### config.mk
export PLATFORM = sky130hd
export DESIGN_NAME = comma_align
export DESIGN_NICKNAME = d
export VERILOG_FILES = /design/src/rtl/comma_align_pkg.sv /design/src/rtl/comma_align_detect.sv /design/src/rtl/comma_align.sv
export SDC_FILE = /design/constraint.sdc
export NUM_CORES = 1
export LEC_CHECK = 0
export BUFFER_PORTS_ARGS = -buffer_cell sky130_fd_sc_hd__buf_4
export CORE_ASPECT_RATIO = 0.8
export CORE_MARGIN = 2
export CORE_UTILIZATION = 45
export DETAILED_ROUTE_END_ITERATION = 7
export SYNTH_ARGS = -nofsm -noshare
export SYNTH_HDL_FRONTEND = slang
export SYNTH_SLANG_ARGS = --single-unit
### constraint.sdc
create_clock -name BYTECLK -period 3.42 [get_ports BYTECLK]
set_clock_uncertainty 0.2 [all_clocks]
set_input_delay 0.342 -clock BYTECLK [delete_from_list [all_inputs] [get_ports BYTECLK]]
set_output_delay 0.342 -clock BYTECLK [all_outputs]
set_load 0.05 [all_outputs]
### src/rtl/comma_align_pkg.sv
// Shared constants, state encoding and the comma-pattern test for the
// word aligner and anything that needs to generate or recognise K28.5.
package comma_align_pkg;

   localparam logic [6:0] COMMA_P  = 7'b0011111;
   localparam logic [6:0] COMMA_N  = 7'b1100000;
   localparam int         OFFSET_W = 4;
   localparam int         NUM_OFF  = 10;

   localparam logic [9:0] K28_5_RDN = 10'b0011111010;
   localparam logic [9:0] K28_5_RDP = 10'b1100000101;

   typedef enum logic [1:0] {
      ST_HUNT   = 2'd0,
      ST_VERIFY = 2'd1,
      ST_LOCKED = 2'd2
   } state_t;

   // Only the abcdeif prefix matters; 'ghj' differs between K28.1/5/7.
   function automatic logic is_comma(input logic [9:0] cg);
      return (cg[9:3] == COMMA_P) || (cg[9:3] == COMMA_N);
   endfunction

endpackage

### src/rtl/comma_align_detect.sv
// Combinational comma search over all ten bit offsets of the 20-bit window;
// reports every hit plus the lowest hitting offset.
module comma_detect
   import comma_align_pkg::*;
(
   input  logic [19:0]         window,
   output logic [9:0]          hit,
   output logic                any_hit,
   output logic [OFFSET_W-1:0] first_hit
);

   always_comb begin
      hit       = '0;
      any_hit   = 1'b0;
      first_hit = '0;
      for (int k = 0; k < NUM_OFF; k++) begin
         hit[k] = is_comma(window[19-k -: 10]);
      end
      // Scan downwards so the lowest offset is the last one written.
      for (int k = NUM_OFF - 1; k >= 0; k--) begin
         if (hit[k]) begin
            any_hit   = 1'b1;
            first_hit = OFFSET_W'(k);
         end
      end
   end

endmodule

### src/rtl/comma_align.sv
// Word aligner in front of the 8B/10B decoder: finds the comma offset,
// confirms it over several commas, and streams aligned code groups.
module comma_align
   import comma_align_pkg::*;
#(
   parameter int CONFIRM_CNT = 4,
   parameter int LOSS_CNT    = 4
) (
   input  logic                BYTECLK,
   input  logic                reset,
   input  logic [9:0]          raw_in,
   output logic [9:0]          out,
   output logic                comma_det,
   output logic                locked,
   output logic [OFFSET_W-1:0] offset,
   output logic                realign
);

   localparam int CNT_W  = $clog2(CONFIRM_CNT + 1);
   localparam int LOSS_W = $clog2(LOSS_CNT + 1);

   logic [9:0]          r0;
   logic [9:0]          r1;
   logic [19:0]         window;
   logic [9:0]          hit;
   logic                any_hit;
   logic [OFFSET_W-1:0] first_hit;
   state_t              state;
   state_t              state_d;
   logic [CNT_W-1:0]    cnt;
   logic [CNT_W-1:0]    cnt_d;
   logic [LOSS_W-1:0]   loss_cnt;
   logic [LOSS_W-1:0]   loss_d;
   logic [OFFSET_W-1:0] offset_d;
   logic                realign_d;
   logic                own_hit;
   logic [9:0]          cand;

   assign window = {r1, r0};

   comma_detect u_detect (
      .window    (window),
      .hit       (hit),
      .any_hit   (any_hit),
      .first_hit (first_hit)
   );

   // Output mux and comma test at the currently latched offset.
   always_comb begin
      own_hit = 1'b0;
      cand    = '0;
      for (int k = 0; k < NUM_OFF; k++) begin
         if (offset == OFFSET_W'(k)) begin
            own_hit = hit[k];
            cand    = window[19-k -: 10];
         end
      end
   end

   always_comb begin
      state_d   = state;
      cnt_d     = cnt;
      loss_d    = loss_cnt;
      offset_d  = offset;
      realign_d = 1'b0;
      case (state)
         ST_HUNT: begin
            if (any_hit) begin
               offset_d  = first_hit;
               realign_d = 1'b1;
               cnt_d     = CNT_W'(1);
               state_d   = ST_VERIFY;
            end
         end
         ST_VERIFY: begin
            if (own_hit) begin
               cnt_d = cnt + 1'b1;
               if (cnt_d == CNT_W'(CONFIRM_CNT)) begin
                  state_d = ST_LOCKED;
                  loss_d  = '0;
               end
            end else if (any_hit) begin
               offset_d  = first_hit;
               realign_d = 1'b1;
               cnt_d     = CNT_W'(1);
            end
         end
         ST_LOCKED: begin
            if (own_hit) begin
               loss_d = '0;
            end else if (any_hit) begin
               loss_d = loss_cnt + 1'b1;
               if (loss_d == LOSS_W'(LOSS_CNT)) begin
                  state_d = ST_HUNT;
                  cnt_d   = '0;
                  loss_d  = '0;
               end
            end
         end
         default: state_d = ST_HUNT;
      endcase
   end

   always_ff @(posedge BYTECLK) begin
      if (reset) begin
         r0        <= '0;
         r1        <= '0;
         out       <= '0;
         comma_det <= 1'b0;
         locked    <= 1'b0;
         offset    <= '0;
         realign   <= 1'b0;
         state     <= ST_HUNT;
         cnt       <= '0;
         loss_cnt  <= '0;
      end else begin
         r0        <= raw_in;
         r1        <= r0;
         out       <= cand;
         comma_det <= own_hit;
         locked    <= (state_d == ST_LOCKED);
         offset    <= offset_d;
         realign   <= realign_d;
         state     <= state_d;
         cnt       <= cnt_d;
         loss_cnt  <= loss_d;
      end
   end

endmodule

Word level (Yosys, flattened, before mapping)
Cells that the tools add are included.
{"block": "totals", "out_inout_bits": 17, "word_cells": 136, "register_bits": 45, "inputBits": 12}
{"block": "classes", "reduce_logical": 18, "muxes": 65, "addsub": 2, "n_eq_ne": 41}
{"cell": "10-bit 2-to-1 mux", "count": 10}
{"cell": "7-bit by 5-bit equality test with 1-bit output (second input constant)", "count": 10}
{"cell": "7-bit equality test (second input constant)", "count": 10}
{"cell": "4-bit 2-to-1 mux", "count": 12}
{"cell": "3-bit 2-to-1 mux", "count": 10}
{"cell": "1-bit 2-to-1 mux", "count": 22}
{"cell": "4-bit by 3-bit equality test with 1-bit output (second input constant)", "count": 4}
{"cell": "2-bit 2-to-1 mux", "count": 6}
{"cell": "2-bit inequality test (second input constant)", "count": 6}
{"cell": "1-bit logical OR", "count": 10}
{"cell": "3-bit case mux with 3 select lines", "count": 1}
{"cell": "4-bit by 2-bit equality test with 1-bit output (second input constant)", "count": 2}
{"cell": "4-bit equality test (second input constant)", "count": 2}
{"cell": "4-bit case mux with 2 select lines", "count": 1}
{"cell": "4-bit AND reduction", "count": 2}
{"cell": "3-bit by 1-bit adder with 3-bit output (second input constant)", "count": 2}
{"cell": "3-bit equality test (second input constant)", "count": 2}
{"cell": "2-bit case mux with 3 select lines", "count": 1}
{"cell": "3-bit case mux with 2 select lines", "count": 1}
{"cell": "2-bit equality test (second input constant)", "count": 2}
{"cell": "4-bit by 1-bit equality test with 1-bit output (second input constant)", "count": 1}
{"cell": "4-bit logical NOT", "count": 1}
{"cell": "2-bit nonzero test", "count": 2}
{"cell": "3-bit inequality test (second input constant)", "count": 1}
{"cell": "5 further kinds", "count": 5}

Longest topological paths before layout
{"block": "logic_depth", "depth_word": 16, "mapped_depth": 10, "mapped_depth_nobuf": 8}

Hierarchy
From an unflattened synthesis, not the netlist that was laid out.
{"block": "hier_totals", "hier_cells": 399, "hier_area_um2": 3200.6}
{"mod": "comma_align", "cells_per_inst": 315, "n_inst": 1, "area_each_um2": 2608.8}
{"mod": "comma_detect", "cells_per_inst": 84, "n_inst": 1, "area_each_um2": 591.8}

Worst setup path after synthesis
No wires, ideal clock.
{"block": "synth_path", "path_type": "register -> register", "start": "register offset[1]", "end": "register loss_cnt[2]", "required_time_ns": 3.105, "path_stages_with_launch": 9, "setup_time_ns": 0.115, "synth_period_minus_slack_ns": 2.795, "t_arrival_ns": 2.481, "setup_slack_ns": 0.625, "path_cell_list": "dfxtp_1 clkbuf_1 nand2_1 nor3_2 a211oi_1 o221a_1 a211o_1 o21a_1 o21a_1"}
{"block": "synth_between", "elab_chain_cells": 13}
{"element": "start: declaration", "line_no": "comma_align.sv:15", "source": "output logic [OFFSET_W-1:0] offset,"}
{"element": "start signal: assignment", "line_no": "comma_align.sv:122", "source": "offset <= offset_d;"}
{"element": "4-bit logical NOT", "line_no": "comma_align.sv:53", "source": "if (offset == OFFSET_W'(k)) begin"}
{"element": "1-bit 2-to-1 mux (9 in a row)", "line_no": "comma_align.sv:53"}
{"element": "1-bit 2-to-1 mux (*)", "line_no": "comma_align.sv:53"}
{"element": "3-bit inequality test (no source line), or another cell as far along"}
{"element": "4-bit AND reduction (no source line) / 3-bit case mux with 2 select lines (equally long branches)"}
{"element": "end signal: assignment", "line_no": "comma_align.sv:126", "source": "loss_cnt <= loss_d;"}
{"element": "end: declaration", "line_no": "comma_align.sv:32", "source": "logic [LOSS_W-1:0] loss_cnt;"}
Mark *: on every way between the ends. The rest lies on a longest branch, timed or not.
A chain may end at the register's enable or synchronous reset.

Worst setup path in the final report
{"block": "layout_path", "start": "register r0[7]", "end": "register loss_cnt[2]"}
{"block": "layout_between", "elab_chain_cells": 14}
{"element": "start: declaration", "line_no": "comma_align.sv:22", "source": "logic [9:0] r0;"}
{"element": "start signal: assignment", "line_no": "comma_align.sv:117", "source": "r0 <= raw_in;"}
{"element": "7-bit by 5-bit equality test with 1-bit output / 7-bit equality test (equally long branches)", "line_no": "comma_align_pkg.sv:21", "source": "return (cg[9:3] == COMMA_P) || (cg[9:3] == COMMA_N);"}
{"element": "1-bit logical OR", "line_no": "comma_align_pkg.sv:21"}
{"element": "1-bit 2-to-1 mux (10 in a row)", "line_no": "comma_align_detect.sv:21", "source": "if (hit[k]) begin"}
{"element": "3-bit inequality test (no source line)"}
{"element": "4-bit AND reduction (no source line)"}
Several ways; a longest one is shown, not always the timed one.

==> results <==
- The global placement routability congestion is 0.8701.
- Data on the critical path is required at its endpoint by 3.43 ns.
- Setup repair after global routing left no endpoint under its margin.
- The worst pin sits at a relative slew slack of 53.15%.
- The initial antenna violation count is 0.
- Measured along the x axis, the die boundary spans 93.64 um.
- Synthesis inferred 45 register bits.
- Entering global routing, the biggest net connects 42 pins.
- The critical register-to-register path endpoint is loss_cnt[2]$_SDFFE_PP0P_.
- The first detailed-routing pass ran for 7 iterations.
- The final antenna diode count is 0.
- The number of buffers added on ports is 28.
- The final-report setup violation count is 0.
- The wire-length estimate of the detail-placed layout is 5201 um.
- The end point of the critical path is loss_cnt[2]$_SDFFE_PP0P_.
- The maximum fanout encountered on the critical timing path is 13.
- The largest delay contributor family on the critical path is compound AO/OA/AOI/OAI gates.
- The slew at the pin closest to its max-slew limit is 0.7001 ns.
- The CTS tree is done.
- The fmax is 0.3175 GHz.
- The clock net in this run drives a total of 45 sinks.
- For this configuration, the core starts out at a cell density of 45.84%.
- After clock tree synthesis, the flow added hold-fix buffers numbering 0.
- The flow ran to the end, and the final reports show no timing, DRC or antenna violations.
- The depth of the worst register-to-register path is 9.
- The share of async-settable or async-resettable flops after synthesis is 0%.
- The clock root buffer is sky130_fd_sc_hd__clkbuf_8.
- The worst setup path is launched from a flop.
- The worst setup path is of the reg -> reg kind.
- The setup total negative slack is 0 ns.
- The share of the yosys chip area belonging to registers is 31.14%.
- The post-synthesis cell type count is 61.
- The peak ir drop on the vdd network is 0.0002492 V.
- In this run the cell area of the synthesized design comes to 2893 um2.
- The number of resized instances in the post-cts repair step is 0.
- The number of global-route vias before repair is 2364.
- During I/O placement, the number of pins put on the boundary was 29.
- Global routing consumed, over all layers together, 21.59% of the routing resources.
- The via density per instance is 6.284.
- The fraction of layout instances using a drive strength above 1 is 17.69%.
- For this run, design rule violations remaining after detail routing come to 0.
- Leaving out fill and tap cells, the most frequent cell in the layout is sky130_fd_sc_hd__dfxtp_1.
- The worst setup timing slack at the placement stage is 0.3643 ns.
- Yosys printed 0 warnings.
- sky130_fd_sc_hd__dfxtp_1 takes more of the synthesized area than any other cell.
- The synthesized design contains 0 enable-type register cells.
- The buffers inserted during post-CTS setup optimization is 0.
- Counting stages on the worst path, the most repeated cell is sky130_fd_sc_hd__o21a_1.
- After detailed routing, the average wire length per cell comes to 16.71 um.
- The top flip-flop cell by instance count after synthesis is sky130_fd_sc_hd__dfxtp_1.
- The area of placed instances is 3187 um2.
- The clock period minus final worst setup slack is 3.149 ns.
- By area the synthesized netlist is led by sky130_fd_sc_hd__dfxtp_1 (31%), sky130_fd_sc_hd__nor2b_1 (5.6%), sky130_fd_sc_hd__a222oi_1 (5.5%).
- The later pin in the worst-skew pair is clocked with a latency of 0.31 ns.
- The tool flagged a number of max-cap violations equal to 0.
- The fraction of synthesized cell area taken by the top area cell type is 31.14%.
- The cell count after synthesis is 357.
- The path category of the worst min-delay check is in -> reg.
- After detailed routing, the total wire length is 7637 um.
- Once detail routing completed, the nets flagged for antenna violations numbered 0.
- The count of endpoints failing hold in the final timing report is 0.
- The overall die area is 7089 um2.
- The floorplan die height is 75.71 um.
- In this run the critical register-to-register path is launched from r0[7]$_SDFF_PP0_.
- Across all hold checks on the routed design, the worst slack comes to 0.02859 ns.
- The CTS buffer count is 5.
- Measured on the finished design, the core utilization comes to 52.06%.
- The clock-pin slew on the worst setup and hold paths is 0.10 ns.
- The core region is 6311 um2.
- The first routing iteration left 384 violations.
- The number of max-slew violations in the final report is 0.
- Together, buffers and inverters on the worst path number 1.
- Synthesis produced a netlist with a net count of 377.
- The critical path crosses 9 cells after its start point.
- The number of core rows is 26.
- The leakage power is 1.224 nW.
- STA puts the critical path data arrival time at 3.16 ns.
- The average instance in the mapped netlist occupies 8.103 um2.
- Walking the worst path, the cells encountered are nand4_1 > or4b_1 > nand3_1 > o211ai_1 > o22ai_1 > buf_4 > nor4_1 > o21a_1 > o21a_1.
- The post-route clock period utilization is 92.09%.
- Summed over all layers, the global routing overflow is 0.
- Once layout is done, the placed cells without fillers occupy 3286 um2.
- Power spread over the standard cell area amounts to 333.8 nW/um2.
- The first-pass GRT wire length is 12110 um.
- The maximum number of buffers from clock root to sink is 2.
- Setup slack on the worst reg-to-reg path comes out at 0.27 ns.
- The routed layout has 2872 vias.
- The slowest stage of the critical path is the sky130_fd_sc_hd__dfxtp_1 cell.
- In this run the number of H-tree levels came out at 2.
- The critical path starts at r0[7]$_SDFF_PP0_.
- Setup slack closes at 0.2707 ns.
- The growth of design area from synthesis to finish is 13.58%.
- On the worst path, the slowest cell contributes a delay of 0.63 ns.
- The top cell types in the final layout, fill and taps aside, are sky130_fd_sc_hd__dfxtp_1 (45), sky130_fd_sc_hd__buf_4 (44), sky130_fd_sc_hd__nand2_1 (31).
- The final layout contains 392 nets.
- The nature of the critical path endpoint is a flop.
metal layers:
layer  vias up  wire (um)  GRT usage [%]
met3        16        707          5.341
met5         -          0              0
met1      1336       3799          34.20
met4         0         90          5.475
met2       152       3040          28.62
li1       1368          -              -
cells in the mapped netlist, types with 2 or more instances:
library cell and n:
sky130_fd_sc_hd__and2_1 2, sky130_fd_sc_hd__or3_1 3, sky130_fd_sc_hd__inv_1 13, sky130_fd_sc_hd__a211oi_1 3, sky130_fd_sc_hd__clkbuf_1 24, sky130_fd_sc_hd__o211ai_1 2, sky130_fd_sc_hd__mux2i_1 10, sky130_fd_sc_hd__a31oi_1 12
sky130_fd_sc_hd__nand3_1 8, sky130_fd_sc_hd__buf_2 11, sky130_fd_sc_hd__nand2_1 31, sky130_fd_sc_hd__nor4_2 2, sky130_fd_sc_hd__nor2_1 22, sky130_fd_sc_hd__nor4b_1 2, sky130_fd_sc_hd__nand2b_1 2, sky130_fd_sc_hd__a21o_1 3
sky130_fd_sc_hd__a311oi_1 2, sky130_fd_sc_hd__and3b_1 2, sky130_fd_sc_hd__o22ai_1 2, sky130_fd_sc_hd__nor4_1 7, sky130_fd_sc_hd__a222oi_1 16, sky130_fd_sc_hd__ha_1 8, sky130_fd_sc_hd__nand3b_1 2, sky130_fd_sc_hd__nand4_1 7
sky130_fd_sc_hd__nor2b_1 26, sky130_fd_sc_hd__nor3_1 12, sky130_fd_sc_hd__o31ai_1 2, sky130_fd_sc_hd__a22oi_1 16, sky130_fd_sc_hd__and3_1 10, sky130_fd_sc_hd__a21oi_1 6, sky130_fd_sc_hd__o21ai_1 2, sky130_fd_sc_hd__o21a_1 2
sky130_fd_sc_hd__nor3b_1 3, sky130_fd_sc_hd__nor3_2 2, sky130_fd_sc_hd__dfxtp_1 45, sky130_fd_sc_hd__nand4b_1 3, sky130_fd_sc_hd__or3b_2 3, sky130_fd_sc_hd__o21ai_0 6
worst min path at each step:
stage	startpoint	end	slack, ns	depth (start not counted)
after floorplan	r0[0]$_SDFF_PP0_	r1[0]$_SDFF_PP0_	0.21	1
after global placement	r0[0]$_SDFF_PP0_	r1[0]$_SDFF_PP0_	0.23	1
after detailed placement	r0[0]$_SDFF_PP0_	r1[0]$_SDFF_PP0_	0.24	1
after CTS	raw_in[1]	r0[1]$_SDFF_PP0_	0.03	2
after global routing	raw_in[1]	r0[1]$_SDFF_PP0_	0.03	2
final	raw_in[3]	r0[3]$_SDFF_PP0_	0.03	2
flip-flops by register name, indices dropped and copies added, names as in the netlist:
| register | cells |
|---|---|
| comma_det | 1 |
| offset | 4 |
| r1 | 10 |
| realign | 1 |
| loss_cnt | 3 |
| locked | 1 |
| r0 | 10 |
| state | 2 |
| out | 10 |
| cnt | 3 |
where the power goes:
group	internal [mW]	switching [mW]	total (mW)
Combinational	0.0655	0.0909	0.156
Clock	0.167	0.203	0.369
Sequential	0.542	0.0287	0.571
Total	0.774	0.322	1.10
layout make-up:
class	count	area, um2
clock inverters	2	16.27
clock buffers	6	82.58
flip-flops and latches	45	900.9
multi-input cells	262	1782
fillers	608	3025
inverters	13	48.80
well taps	84	105.1
repair buffers	45	350.3
stage by stage:
step / power [mW] / std cells
after floorplan: 0.6909 / 357
after global placement: 0.7358 / 449
after detailed placement: 0.7363 / 449
after CTS: 1.100 / 457
after global routing: 1.142 / 457
final: 1.097 / 457
kinds of logic after synthesis:
kind of cell | synth area share [%]
buf+inv | 7.266
mux | 3.460
fa+ha+maj | 3.460
flops | 31.14
compound gates | 24.00
simple gates | 30.36
xor+xnor | 0.3028
Power figures use the tool's default switching activity.
